--- src/rtl/fifo_wr_arb_pkg.sv ---
// rtl/fifo_wr_arb_pkg.sv - shared types and helpers for the FIFO write-port arbiter
package fifo_wr_arb_pkg;

    typedef enum logic {
        ARB_IDLE  = 1'b0,
        ARB_BURST = 1'b1
    } arb_state_e;

    // Next requester index in rotating order, wrapping n-1 -> 0.
    function automatic int unsigned rr_next(input int unsigned idx, input int unsigned n);
        return (idx + 32'd1 >= n) ? 32'd0 : idx + 32'd1;
    endfunction

endpackage

--- src/rtl/fifo_wr_arbiter_rr_pick.sv ---
// rtl/fifo_wr_arbiter_rr_pick.sv - combinational rotating-priority picker starting at ptr
module rr_pick #(
    parameter int N    = 4,
    parameter int IdxW = $clog2(N)
) (
    input  logic [N-1:0]    req,
    input  logic [IdxW-1:0] ptr,
    output logic [N-1:0]    gnt_onehot,
    output logic [IdxW-1:0] gnt_idx,
    output logic            any
);

    int              cand;
    logic [IdxW-1:0] cand_idx;

    always_comb begin
        any      = 1'b0;
        gnt_idx  = '0;
        cand     = 0;
        cand_idx = '0;
        for (int k = 0; k < N; k++) begin
            cand = int'(ptr) + k;
            if (cand >= N) begin
                cand = cand - N;
            end
            cand_idx = IdxW'(cand);
            if (!any && req[cand_idx]) begin
                any     = 1'b1;
                gnt_idx = cand_idx;
            end
        end
    end

    always_comb begin
        gnt_onehot = '0;
        for (int i = 0; i < N; i++) begin
            gnt_onehot[i] = any && (gnt_idx == IdxW'(i));
        end
    end

endmodule

--- src/rtl/fifo_wr_arbiter.sv ---
// rtl/fifo_wr_arbiter.sv - burst-locked round-robin arbiter for one FIFO write port
// Optional output register on wvalid_o/wdata_o: define FIFO_WR_ARB_OUT_REG_EN.
module fifo_wr_arbiter
    import fifo_wr_arb_pkg::*;
#(
    parameter int N        = 4,
    parameter int Width    = 16,
    parameter int MaxBurst = 4
) (
    input  logic                 clk_i,
    input  logic                 rst_ni,
    input  logic                 clr_i,
    input  logic [N-1:0]         req_valid_i,
    input  logic [N-1:0]         req_last_i,
    input  logic [N*Width-1:0]   req_data_i,
    output logic [N-1:0]         req_ready_o,
    output logic                 wvalid_o,
    input  logic                 wready_i,
    output logic [Width-1:0]     wdata_o,
    output logic [$clog2(N)-1:0] gnt_idx_o,
    output logic                 busy_o
);

    localparam int IdxW = $clog2(N);
    localparam int CntW = $clog2(MaxBurst + 1);

    arb_state_e      state_q, state_d;
    logic [IdxW-1:0] rr_ptr_q, rr_ptr_d;
    logic [CntW-1:0] beat_cnt_q, beat_cnt_d;
    logic [IdxW-1:0] gnt_q, gnt_d;

    logic [N-1:0]     pick_onehot;
    logic [IdxW-1:0]  pick_idx;
    logic             pick_any;
    logic [N-1:0]     lock_onehot;
    logic [N-1:0]     sel_onehot;
    logic [IdxW-1:0]  sel_idx;
    logic             pres_valid;
    logic             pres_last;
    logic [Width-1:0] pres_data;
    logic             up_ready;
    logic             accept;
    logic [CntW-1:0]  cnt_inc;

    rr_pick #(
        .N    (N),
        .IdxW (IdxW)
    ) u_pick (
        .req        (req_valid_i),
        .ptr        (rr_ptr_q),
        .gnt_onehot (pick_onehot),
        .gnt_idx    (pick_idx),
        .any        (pick_any)
    );

    always_comb begin
        lock_onehot = '0;
        for (int i = 0; i < N; i++) begin
            lock_onehot[i] = (gnt_q == IdxW'(i));
        end
    end

    // In BURST the locked requester is the only candidate, even while it idles.
    always_comb begin
        if (state_q == ARB_IDLE) begin
            sel_idx    = pick_idx;
            sel_onehot = pick_onehot;
            pres_valid = pick_any;
        end else begin
            sel_idx    = gnt_q;
            sel_onehot = lock_onehot;
            pres_valid = req_valid_i[gnt_q];
        end
        pres_last = req_last_i[sel_idx];
        pres_data = pres_valid ? req_data_i[sel_idx*Width +: Width] : '0;
    end

`ifdef FIFO_WR_ARB_OUT_REG_EN
    logic             out_valid_q;
    logic [Width-1:0] out_data_q;

    assign up_ready = ~out_valid_q | wready_i;

    always_ff @(posedge clk_i or negedge rst_ni) begin
        if (!rst_ni) begin
            out_valid_q <= 1'b0;
            out_data_q  <= '0;
        end else if (clr_i) begin
            out_valid_q <= 1'b0;
            out_data_q  <= '0;
        end else if (up_ready) begin
            out_valid_q <= pres_valid;
            out_data_q  <= pres_data;
        end
    end

    assign wvalid_o = out_valid_q;
    assign wdata_o  = out_data_q;
`else
    assign up_ready = wready_i;
    assign wvalid_o = rst_ni & pres_valid;
    assign wdata_o  = rst_ni ? pres_data : '0;
`endif

    assign accept  = pres_valid & up_ready;
    assign cnt_inc = beat_cnt_q + CntW'(1);

    always_comb begin
        state_d    = state_q;
        rr_ptr_d   = rr_ptr_q;
        beat_cnt_d = beat_cnt_q;
        gnt_d      = gnt_q;
        case (state_q)
            ARB_IDLE: begin
                if (pick_any) begin
                    gnt_d = pick_idx;
                end
                if (accept) begin
                    if (!pres_last && (MaxBurst > 1)) begin
                        state_d    = ARB_BURST;
                        beat_cnt_d = CntW'(1);
                    end else begin
                        rr_ptr_d = IdxW'(rr_next(32'(pick_idx), N));
                    end
                end
            end
            ARB_BURST: begin
                if (accept) begin
                    if (pres_last || (cnt_inc == CntW'(MaxBurst))) begin
                        state_d    = ARB_IDLE;
                        rr_ptr_d   = IdxW'(rr_next(32'(gnt_q), N));
                        beat_cnt_d = '0;
                    end else begin
                        beat_cnt_d = cnt_inc;
                    end
                end
            end
            default: state_d = ARB_IDLE;
        endcase
        // A beat accepted in the clear cycle has already transferred; only the arbitration state resets.
        if (clr_i) begin
            state_d    = ARB_IDLE;
            rr_ptr_d   = '0;
            beat_cnt_d = '0;
        end
    end

    always_ff @(posedge clk_i or negedge rst_ni) begin
        if (!rst_ni) begin
            state_q    <= ARB_IDLE;
            rr_ptr_q   <= '0;
            beat_cnt_q <= '0;
            gnt_q      <= '0;
        end else begin
            state_q    <= state_d;
            rr_ptr_q   <= rr_ptr_d;
            beat_cnt_q <= beat_cnt_d;
            gnt_q      <= gnt_d;
        end
    end

    assign req_ready_o = (rst_ni && pres_valid && up_ready) ? sel_onehot : '0;
    assign gnt_idx_o   = !rst_ni ? '0 : ((state_q == ARB_IDLE && pick_any) ? pick_idx : gnt_q);
    assign busy_o      = (state_q == ARB_BURST);

endmodule
--- config.mk ---
export PLATFORM = sky130hd
export DESIGN_NAME = fifo_wr_arbiter
export DESIGN_NICKNAME = d
export VERILOG_FILES = /design/src/rtl/fifo_wr_arb_pkg.sv /design/src/rtl/fifo_wr_arbiter_rr_pick.sv /design/src/rtl/fifo_wr_arbiter.sv
export SDC_FILE = /design/constraint.sdc
export NUM_CORES = 1
export LEC_CHECK = 0
export CAP_MARGIN = 20
export CORE_ASPECT_RATIO = 1.25
export CORE_MARGIN = 4
export CORE_UTILIZATION = 38
export DETAILED_ROUTE_END_ITERATION = 8
export PLACE_DENSITY = 0.91
export REMOVE_ABC_BUFFERS = 1
export SLEW_MARGIN = 40
export SYNTH_ARGS = -nofsm -noshare
export SYNTH_HDL_FRONTEND = slang
export SYNTH_SLANG_ARGS = --single-unit
--- constraint.sdc ---
create_clock -name clk_i -period 3.3 [get_ports clk_i]
set_clock_uncertainty 0.2 [all_clocks]
set_input_delay 0.33 -clock clk_i [delete_from_list [all_inputs] [get_ports clk_i]]
set_output_delay 0.33 -clock clk_i [all_outputs]
set_load 0.02 [all_outputs]
Yosys cells after proc, flatten, opt, wreduce, memory -nomap -nowiden
Cells that the tools add are included.
- flip-flop bits (word level): 8
- output and inout port bits: 24
- add/subtract/negate cells: 10
- reductions and logical operators: 19
- bitwise operators: 3
- mux-type cells: 52
- shift operators: 1
- equal/unequal tests: 12
- magnitude comparators: 12
- operator list (kind ; count):
    64-bit by 7-bit variable part select with 16-bit output ; 1
    2-bit two-way mux ; 18
    16-bit two-way mux ; 2
    2-bit by 3-bit < comparator with 1-bit output (second input constant) ; 6
    1-bit two-way mux ; 16
    3-bit >= comparator (second input constant) ; 5
    3-bit two-way mux ; 5
    1-bit binary-select mux with 2-bit select ; 6
    1-bit logical AND ; 10
    2-bit by 1-bit adder with 3-bit output (second input constant) ; 3
    3-bit != test (second input constant) ; 3
    2-bit == test (second input constant) ; 4
    4-bit two-way mux ; 2
    2-bit by 1-bit subtractor with 2-bit output (second input constant) ; 4
    2-bit by 2-bit adder with 3-bit output (second input constant) ; 2
    3-bit by 2-bit != test with 1-bit output (second input constant) ; 2
    3-bit case mux with 2 select lines ; 1
    2-bit by 1-bit == test with 1-bit output (second input constant) ; 2
    2-bit logical NOT ; 2
    2-bit case mux with 2 select lines ; 1
    4-bit AND reduction ; 1
    3-bit by 1-bit adder with 3-bit output (second input constant) ; 1
    3-bit == test (second input constant) ; 1
    2-bit by 3-bit >= comparator with 1-bit output (second input constant) ; 1
    7 further kinds ; 10

Longest topological paths before layout
Gate-level depths: netlist (run 1).
- depth in word-level cells: 22
- depth in mapped cells: 8
- gate-level depth less buffers: 7

By module
From an unflattened synthesis (run 1), not the netlist that was laid out.
- cells, all modules: 148
- area, all modules: 1515.2 µm²
- modules (own cells, without submodules) (module ; sequential area each (µm²) ; cells each ; area an instance (µm²) ; instances):
    fifo_wr_arbiter ; 200.2 ; 115 ; 1303.8 ; 1
    rr_pick ; 0.0 ; 33 ; 211.5 ; 1

Least setup slack after synthesis (run 1)
OpenSTA, ideal clock, no wires.
- path kind: reg-to-output
- start: register state_q (netlist: busy_o)
- end: output wdata_o[10]
- arrival: 2228 ps
- cell stages (with the launch flop): 7
- slack: 542 ps
- data required time: 2770 ps
- path through: dfrtp_1 clkbuf_1 o31ai_2 clkbuf_1 nand2_1 and3_1 a311oi_1
- longest elaborated chain between the ends: 4
- elaborated cells on any way between the ends: 5
- ends and longest elaborated chain (element ; RTL line ; text):
    start: declaration ; fifo_wr_arbiter.sv:27 ; arb_state_e state_q, state_d;
    start signal: assignment ; fifo_wr_arbiter.sv:155 ; state_q <= state_d;
    2-bit two-way mux ; fifo_wr_arbiter.sv:65 ; if (state_q == ARB_IDLE) begin
    64-bit by 7-bit variable part select with 16-bit output ; fifo_wr_arbiter.sv:75 ; pres_data = pres_valid ? req_data_i[sel_idx*Width +: Width] : '0;
    16-bit two-way mux (*) ; fifo_wr_arbiter.sv:75 ;
    16-bit two-way mux (*) ; fifo_wr_arbiter.sv:102 ; assign wdata_o = rst_ni ? pres_data : '0;
    end: declaration ; fifo_wr_arbiter.sv:19 ; output logic [Width-1:0] wdata_o,
Mark *: on every way between the ends. The rest lies on a longest branch, timed or not.

Final worst setup path (run 1)
- start: input req_valid_i[0]
- end: output wvalid_o
- longest elaborated chain between the ends: 14
- elaborated cells on any way between the ends: 22
- ends and longest elaborated chain (element ; RTL line ; text):
    start: declaration ; fifo_wr_arbiter.sv:13 ; input logic [N-1:0] req_valid_i,
    1-bit binary-select mux with 2-bit select ; fifo_wr_arbiter_rr_pick.sv:27 ; if (!any && req[cand_idx]) begin
    1-bit two-way mux (not written as such) ; fifo_wr_arbiter_rr_pick.sv:27 ;
    1-bit two-way mux ; fifo_wr_arbiter_rr_pick.sv:27 ;
    1-bit logical NOT ; fifo_wr_arbiter_rr_pick.sv:27 ;
    1-bit logical AND ; fifo_wr_arbiter_rr_pick.sv:27 ;
    1-bit two-way mux ; fifo_wr_arbiter_rr_pick.sv:27 ;
    1-bit logical NOT ; fifo_wr_arbiter_rr_pick.sv:27 ;
    1-bit logical AND ; fifo_wr_arbiter_rr_pick.sv:27 ;
    1-bit two-way mux ; fifo_wr_arbiter_rr_pick.sv:27 ;
    1-bit logical NOT ; fifo_wr_arbiter_rr_pick.sv:27 ;
    1-bit logical AND ; fifo_wr_arbiter_rr_pick.sv:27 ;
    1-bit two-way mux ; fifo_wr_arbiter_rr_pick.sv:27 ;
    1-bit two-way mux (*) ; fifo_wr_arbiter.sv:65 ;
    1-bit bitwise AND (*) ; fifo_wr_arbiter.sv:101 ; assign wvalid_o = rst_ni & pres_valid;
    end: declaration ; fifo_wr_arbiter.sv:17 ; output logic wvalid_o,
Mark *: on every way between the ends. The rest lies on a longest branch, timed or not. The select of a mux whose other input is x is not followed.

==> results of run 1 <==
where the power goes:
group	total [W]	switching [W]	internal, W	leakage [nW]
sequential	0.000143	0.0000289	0.000115	0.107
combinational	0.000761	0.000399	0.000363	1.07
clock	0.000116	0.0000375	0.0000789	0.0216
total	0.00102	0.000465	0.000556	1.20
critical path: cells and delay by family:
kind,cells,cell delay (ns)
mux,1,0.47
compound gates,1,0.23
simple gates,1,0.22
buf+inv,5,1.42
path summary, 6_finish.rpt:
kind | cells past startpoint | startpoint | endpoint | slack, ns
min in group clk_i | 1 | beat_cnt_q[1] | beat_cnt_q[1] | 0.33
max in group asynchronous | 2 | rst_ni | gnt_q[1] | 2.51
hold / removal | 2 | rst_ni | beat_cnt_q[1] | 0.26
hold reg to reg | 1 | beat_cnt_q[1] | beat_cnt_q[1] | 0.33
setup reg to reg | 8 | rr_ptr_q[0] | beat_cnt_q[2] | 0.79
setup / recovery | 8 | req_valid_i[0] | wvalid_o | 0.12
flip-flops by register name (all words and copies together) (netlist names):
register,cells
beat_cnt_q,3
gnt_q,2
busy_o,1
rr_ptr_q,2
cell usage in the layout, fill, tap and decap left out, types with 2 or more instances in the layout:
cell             netlist  routed
dfrtp_1                8       8
inv_1                 10      10
a22oi_1                4       4
a21oi_1                2       2
a21boi_1               2       2
o211ai_1               2       2
clkdlybuf4s15_1        0       2
and2_1                 3       3
o21a_1                 2       2
o2111a_1               2       2
o311ai_1               3       3
clkbuf_8               0       3
and3_1                16      16
clkbuf_2               0       8
buf_12                 0       2
nand2_1               77      77
nor2_1                10       9
o21ai_1                2       2
a311oi_1              16      16
ha_1                  10      10
clkdlybuf4s50_1        0      80
o22ai_1                2       2
o31a_1                 2       2
dlygate4sd2_1          0       5
a21boi_0               2       2
nand2b_1               2       2
dlymetal6s2s_1         0       3
buf_4                  0      17
layer usage:
metal  part of all wire [%]  up-vias  routed length [um]  global-route usage (%)
met1                     40      891                2200                    26.0
li1                       -      975                   -                       -
met3                    6.9        9                 379                    4.13
met4                    1.6        0                  89                    6.40
met5                      0        -                   0                       0
met2                     51       80                2810                    41.9
per-stage QoR:
step / setup WS, ns / total power [W] / setup TNS [ns]
CTS: 0.0304 / 0.00103 / 0
finish: 0.122 / 0.00102 / 0
global placement: -0.0956 / 0.000924 / -0.893
floorplan: -0.0236 / 0.000553 / -0.378
global route: -0.0142 / 0.00111 / -0.0142
detailed placement: -0.171 / 0.000940 / -2.12
kinds of logic after synthesis:
kind of cell	after synthesis
compound gates	53
xor+xnor	1
fa+ha+maj	10
buf+inv	24
flops	8
mux	3
simple gates	112
final cells by class:
cell class	count	area (sq um)	area share, %
Timing Repair Buffer	118	1120	43.4
Clock buffer	3	41.3	1.60
Sequential cell	8	200	7.77
Inverter	10	37.5	1.46
Tap cell	39	48.8	1.90
Multi-Input combinational cell	179	1130	43.8
==> flow_summary.json, run 1 <==
{
  "utilization_pct": 72.7,
  "postLayoutCellArea_sq_um": 2570,
  "rows": 24,
  "status": "finished, final reports clean",
  "nFillCells": 289,
  "final_cells": 357,
  "timing.final.crit_share_pct": 96.3,
  "grt_usage_pct": 22.6,
  "tightest_slew_ns": 0.510,
  "postSynthCellCount": 211,
  "endpoint_kind": "primary output",
  "initial_core_util_pct": 40.3,
  "clk_pin_slew_worst_paths_ns": 0.04,
  "path_cells": "clkdlybuf4s50_1, buf_4, mux4_2, and2_1, o21ai_1, buf_4, inv_1, clkdlybuf4s50_1",
  "worstPathArrival_ns": 2.65,
  "ir_worst_vdd_uv": 386,
  "power_density_nw_per_um2": 397,
  "die-area_sq_um": 4800,
  "postCtsHoldBufs": 0,
  "synth_area_sq_um": 1430,
  "fin_crit_ns": 3.18,
  "hold_viol": 0,
  "avgSynthCellArea_sq_um": 6.76,
  "numCtsBuffers": 3,
  "grt_pass1_vias": 1884,
  "cts_resized": 16,
  "post-dp-hpwl_um": 4380,
  "drive_gt1_share_pct": 11.9,
  "synthTopCellsByCount": "77 x nand2_1, 16 x a311oi_1, 16 x and3_1",
  "wl_per_cell_um": 15.4,
  "htreeDepth": 1,
  "cts.sinks": 8,
  "crit_type": "primary input to primary output",
  "drt_first_pass_iters": 4,
  "ios": 100,
  "io_buffers": 99,
  "gp_congestion": 0.878,
  "antenna_left": 0,
  "yosys.area_share.adder_pct": 8.77,
  "synth_edf_count": 0,
  "leakagePower_nw": 1.20,
  "place_inst": 354,
  "synth_most_common_cell": "nand2_1",
  "cpPeakStageDelay_ns": 0.53,
  "crit_path_top_delay_cell": "clkdlybuf4s50_1",
  "antenna_found_initial": 0,
  "async_reset_ff_share_pct": 100,
  "max_freq_mhz": 315,
  "areaGrowthSynthToFinish_pct": 80.5,
  "synthSimpleGateAreaFrac_pct": 33.9,
  "yosys-top-cells-area": "nand2_1 20%, dfrtp_1 14%, a311oi_1 9.8%",
  "ys_warn_count": 0,
  "root_buffer": "clkbuf_8",
  "grt_max_degree": 34,
  "whs_ns": 0.257,
  "synth_xor_area_share_pct": 0.614,
  "postCtsSetupBuffers": 0,
  "core_area_sq_um": 3540,
  "yosysTopAreaCell": "nand2_1",
  "synth_top_area_share_pct": 20.3,
  "fin_nets": 406,
  "cp_max_fo": 11,
  "synth-compound-area-share_pct": 31.7,
  "vias": 1955,
  "ys_seq_area_share_pct": 14.0,
  "synthMuxAreaShare_pct": 3.07,
  "setup_violations": 0,
  "drc": 0,
  "maxSlewViolCount": 0,
  "die_y_um": 76.5,
  "critPathRequiredTime_ns": 2.77,
  "placed_cell_area_sq_um": 2570,
  "antennaDiodeCount": 0,
  "ys_ff_latch": 8,
  "dieWidth_um": 62.8,
  "grt_pass1_wl_um": 9020,
  "cts_tree": "yes",
  "maxCapViolations": 0,
  "crit_path_start_kind": "primary input",
  "grt_overflow": 0,
  "synth_top_family_by_area": "simple AND/OR/NAND/NOR gates",
  "insertion_delay_ns": 0.23,
  "ys.flop_type": "dfrtp_1",
  "drt_iter0_markers": 158,
  "worst_hold_path_type": "primary input to async pin",
  "slew_headroom_pct": 65.9,
  "ys_types": 44,
  "wl_um": 5480,
  "clockBufferDepth": 2,
  "viasPerCell": 5.48
}
Note: power is estimated with default switching activity, not from simulation.
==> run 2, diff against run 1 <==
Settings changed: PLACE_DENSITY 0.91 to unset, PLACE_DENSITY_LB_ADDON set to 0.12.
==> run 2 against run 1 <==
Combinational power up 2.9%. Die area unchanged. Flip-flop and latch count unchanged. Via count down 0.66%. Critical path type unchanged. Wire length down 2.7%. First-iteration DRC count down 41%. Highest routed layer unchanged. Clock power about the same. Non-clock buffer count up 4. Final cell count up 1.1%. Critical endpoint is now wdata_o[9]. Clock-buffer cell count unchanged. Maximum frequency about the same. Largest power group unchanged.
==> flow_summary.json, run 2 (synthesis gave the netlist of run 1 again) <==
{
  "crit_path_top_delay_cell": "clkdlybuf4s50_1",
  "gp_congestion": 0.833,
  "htreeDepth": 1,
  "io_buffers": 99,
  "wl_um": 5330,
  "r2r_slack_ns": 0.75,
  "wl_per_cell_um": 14.8,
  "initial_core_util_pct": 40.3,
  "max_freq_mhz": 315,
  "path_cells": "clkdlybuf4s50_1, and2b_1, a311oi_2, buf_4, o31ai_4, buf_4, nand2_1, and3_1, a311oi_1, clkdlybuf4s15_1",
  "cpPeakStageDelay_ns": 0.54,
  "die_y_um": 76.5,
  "grt_max_degree": 24,
  "leakagePower_nw": 1.22,
  "largest_reg_flops": 3,
  "reg2regPathDepth": 8,
  "drc": 0,
  "slew_headroom_pct": 68.2,
  "critPathRequiredTime_ns": 2.77,
  "cts.sinks": 8,
  "layout_common_cells": "81 x clkdlybuf4s50_1, 77 x nand2_1, 21 x buf_4, 16 x and3_1, 16 x a311oi_1",
  "timing.final.crit_share_pct": 96.3,
  "clockBufferDepth": 2,
  "ir_worst_vdd_uv": 393,
  "vias": 1942,
  "endpoint_kind": "primary output",
  "antennaDiodeCount": 0,
  "drt_first_pass_iters": 4,
  "place_inst": 358,
  "hold_viol": 0,
  "setup_violations": 0,
  "drt_iter0_markers": 94,
  "post-dp-hpwl_um": 4310,
  "final_common_cell": "clkdlybuf4s50_1",
  "numCtsBuffers": 3,
  "largest_register": "beat_cnt_q",
  "postCtsSetupBuffers": 0,
  "dieWidth_um": 62.8,
  "grt_pass1_vias": 1751,
  "crit_path_start_kind": "primary input",
  "clk_pin_slew_worst_paths_ns": 0.04,
  "viasPerCell": 5.38,
  "drive_gt1_share_pct": 11.5,
  "postLayoutCellArea_sq_um": 2630,
  "reg2reg_from": "rr_ptr_q[0]",
  "grt_pass1_wl_um": 8560,
  "grt_usage_pct": 21.4,
  "placed_cell_area_sq_um": 2600,
  "crit_buf_inv": 4,
  "maxCapViolations": 0,
  "grt_overflow": 0,
  "antenna_found_initial": 0,
  "cp_top_family": "buffers and inverters",
  "worst_hold_path_type": "primary input to async pin",
  "ios": 100,
  "antenna_left": 0,
  "cp_max_fo": 14,
  "tightest_slew_ns": 0.470,
  "rows": 24,
  "fin_crit_ns": 3.18,
  "top_regs": "beat_cnt_q x3, gnt_q x2, rr_ptr_q x2",
  "die-area_sq_um": 4800,
  "timing.critical_path.mode_cell": "buf_4",
  "power_density_nw_per_um2": 398,
  "cts_resized": 16,
  "insertion_delay_ns": 0.23,
  "postCtsHoldBufs": 0,
  "worstPathArrival_ns": 2.65,
  "crit_type": "primary input to primary output",
  "critical_path.reg2reg.endpoint": "beat_cnt_q[2]",
  "areaGrowthSynthToFinish_pct": 84.6,
  "fin_nets": 410,
  "maxSlewViolCount": 0,
  "status": "finished, final reports clean",
  "root_buffer": "clkbuf_8",
  "final_cells": 361,
  "core_area_sq_um": 3540,
  "cts_tree": "yes"
}
## run 2: layer usage
metal	part of all wire, %	vias to the layer above	global-route usage (%)
li1	-	985	-
met1	43	878	26.8
met2	49	72	37.2
met3	7.1	7	3.54
met4	1.3	0	6.18
met5	0	-	0
## run 2: cell type report
class | instances | area, sq um
clock buffer | 3 | 41.3
fill | 307 | 910
inverter | 10 | 37.5
multi-input combinational | 179 | 1130
sequential | 8 | 200
tap | 39 | 48.8
timing repair buffer | 122 | 1170
## run 2: worst max-delay path by stage
stage	startpoint	depth (start not counted)	slack [ns]	end
floorplan	busy_o	4	-0.02	wdata_o[0]
global placement	req_valid_i[2]	10	-0.20	wdata_o[10]
detailed placement	req_valid_i[2]	10	-0.26	wdata_o[10]
CTS	req_valid_i[2]	10	0.05	wdata_o[10]
global route	req_valid_i[2]	10	-0.01	gnt_idx_o[1]
finish	req_valid_i[2]	10	0.12	wdata_o[9]
## run 2: where the power goes
group / internal [W] / total [W] / switching, W
Sequential: 0.000114 / 0.000145 / 0.0000310
Clock: 0.0000791 / 0.000119 / 0.0000395
Combinational: 0.000388 / 0.000783 / 0.000395
## run 2: through the flow
step                hold WS [ns]  TNS [ns]  total power, W  setup slack (ns)  utilization, %
floorplan                 -0.166    -0.378        0.000553           -0.0236               -
global placement           0.322     -1.76        0.000949            -0.203            73.4
detailed placement         0.328     -2.55        0.000959            -0.256            73.4
CTS                        0.233         0         0.00105            0.0467            74.0
global route               0.246   -0.0102         0.00113           -0.0102            74.3
finish                     0.231         0         0.00105             0.122            74.3
==> run 3, diff against run 2 <==
Settings changed: ABC_CLOCK_PERIOD_IN_PS set to 3300, CORE_MARGIN 4 to 1, CTS_CLUSTER_SIZE set to 25.
==> run 3 against run 2 <==
The flow now finishes with violations (design-rule violations). Die area shrank 17%. Core utilization fell by 0.28 points. Global-route usage is 4.3 points higher. Worst setup slack gained 0.0060 ns. Worst hold slack worse by 0.0040 ns. Via count up 1.1%. Clock power about the same. Maximum frequency grew 0.19%. Sequential power barely moved. Wire length shrank 0.32%. First-iteration DRC count is 1.1% higher. Clock-buffer cell count stayed put. Largest power group unchanged.
==> flow_summary.json, run 3 (synthesis gave the netlist of run 1 again) <==
{
  "crit_type": "primary input to primary output",
  "max_freq_mhz": 315,
  "utilization_pct": 74.0,
  "drt_first_pass_iters": 6,
  "endpoint_kind": "primary output",
  "final_cells": 365,
  "io_buffers": 99,
  "use_met2_pct": 47.4,
  "grt_pass1_vias": 1780,
  "violations": "design-rule violations",
  "wl_per_cell_um": 14.6,
  "die-area_sq_um": 4000,
  "die_y_um": 70.5,
  "core_area_sq_um": 3540,
  "worst_hold_path_type": "primary input to async pin",
  "top_regs": "beat_cnt_q x3, gnt_q x2, rr_ptr_q x2",
  "worstPathArrival_ns": 2.64,
  "ios": 100,
  "gp_congestion": 0.803,
  "layout_common_cells": "81 x clkdlybuf4s50_1, 77 x nand2_1, 26 x buf_4, 16 x and3_1, 16 x a311oi_1",
  "power_density_nw_per_um2": 393,
  "drt_iter0_markers": 95,
  "hold_viol": 0,
  "viasPerCell": 5.38,
  "antenna_found_initial": 0,
  "grt_pass1_wl_um": 8280,
  "timing.final.crit_share_pct": 96.1,
  "cts_tree": "yes",
  "grt_max_degree": 18,
  "cpPeakStageDelay_ns": 0.54,
  "maxCapViolations": 0,
  "dieWidth_um": 56.8,
  "crit_path_start_kind": "primary input",
  "antennaDiodeCount": 0,
  "drive_gt1_share_pct": 12.9,
  "tightest_slew_ns": 0.550,
  "initial_core_util_pct": 40.3,
  "areaGrowthSynthToFinish_pct": 83.9,
  "leakagePower_nw": 1.23,
  "final_common_cell": "clkdlybuf4s50_1",
  "cp_top_family": "buffers and inverters",
  "largest_register": "beat_cnt_q",
  "clk_pin_slew_worst_paths_ns": 0.04,
  "slew_headroom_pct": 63.2,
  "largest_reg_flops": 3,
  "htreeDepth": 1,
  "met3_usage_pct": 2.96,
  "crit_path_top_delay_cell": "clkdlybuf4s50_1",
  "fin_nets": 414,
  "top_usage_layer": "met2",
  "ir_worst_vdd_uv": 386,
  "drc": 24,
  "numCtsBuffers": 3,
  "nFillCells": 314,
  "use_met1_pct": 32.1,
  "setup_violations": 0,
  "insertion_delay_ns": 0.23,
  "root_buffer": "clkbuf_8",
  "rows": 24,
  "cp_max_fo": 17,
  "crit_buf_inv": 5,
  "grt_overflow": 0,
  "clockBufferDepth": 2,
  "post-dp-hpwl_um": 4250,
  "vias": 1963,
  "antenna_left": 0,
  "wl_um": 5310,
  "path_cells": "clkdlybuf4s50_1, buf_4, mux4_2, and2_1, o21ai_1, buf_4, inv_1, clkdlybuf4s50_1",
  "fin_crit_ns": 3.17,
  "critPathRequiredTime_ns": 2.77,
  "grt_usage_pct": 25.7,
  "place_inst": 361,
  "cts.sinks": 8,
  "maxSlewViolCount": 0,
  "status": "complete, but fails checks"
}
-- run 3: changes by cell type in the layout (fill, tap and decap cells not counted), sizes merged --
cell,previous run,this run
clkdlybuf4s15,2,0
clkbuf,4,7
buf,23,27
dlygate4sd2,13,11
dlygate4sd1,0,1
-- run 3: power breakdown --
group	switching (W)	internal, W
sequential	0.0000282	0.000115
combinational	0.000398	0.000376
clock	0.0000370	0.0000789
-- run 3: layout make-up --
type	count	area (sq um)	area share (%)
clock buffers	3	41.3	1.57
multi-input cells	179	1130	43.0
repair buffers	126	1170	44.5
inverters	10	37.5	1.43
well taps	39	48.8	1.86
flip-flops and latches	8	200	7.63
-- run 3: path summary, 6_finish.rpt --
kind                                start            end  slack, ns  cells after the start
setup / recovery           req_valid_i[0]       wvalid_o       0.13                      8
hold / removal                     rst_ni  beat_cnt_q[0]       0.23                      2
setup reg to reg              rr_ptr_q[0]  beat_cnt_q[2]       0.79                      8
hold reg to reg             beat_cnt_q[1]  beat_cnt_q[1]       0.34                      1
max in group asynchronous          rst_ni         busy_o       2.53                      2
min in group clk_i          beat_cnt_q[1]  beat_cnt_q[1]       0.34                      1
-- run 3: layer usage --
layer	part of all wire, %	routed length, um
met1	44	2320
met3	6.7	355
met4	0.75	40
met2	49	2600
met5	0	0
-- run 3: metrics by stage --
step / area (sq um) / TNS [ns] / power (W) / hold slack, ns / worst slack [ns]
2_1_floorplan: 1350 / -0.378 / 0.000553 / -0.166 / -0.0236
5_1_grt: 2620 / -0.000338 / 0.00111 / 0.241 / -0.000338
3_5_place_dp: 2600 / -2.67 / 0.000943 / 0.332 / -0.216
3_3_place_gp: 2600 / -1.49 / 0.000931 / 0.303 / -0.137
6_report: 2620 / 0 / 0.00103 / 0.227 / 0.128
4_1_cts: 2620 / 0 / 0.00103 / 0.226 / 0.0475
-- run 3: timing repair --
| action | CTS | global route |
|---|---|---|
| hold endpoints to repair | 0 | 0 |
| hold buffers | 0 | 0 |
| setup endpoints to repair | 16 | 14 |
| setup buffers | 0 | 1 |
| resized for setup | 16 | 18 |
| pin swaps | 0 | 1 |
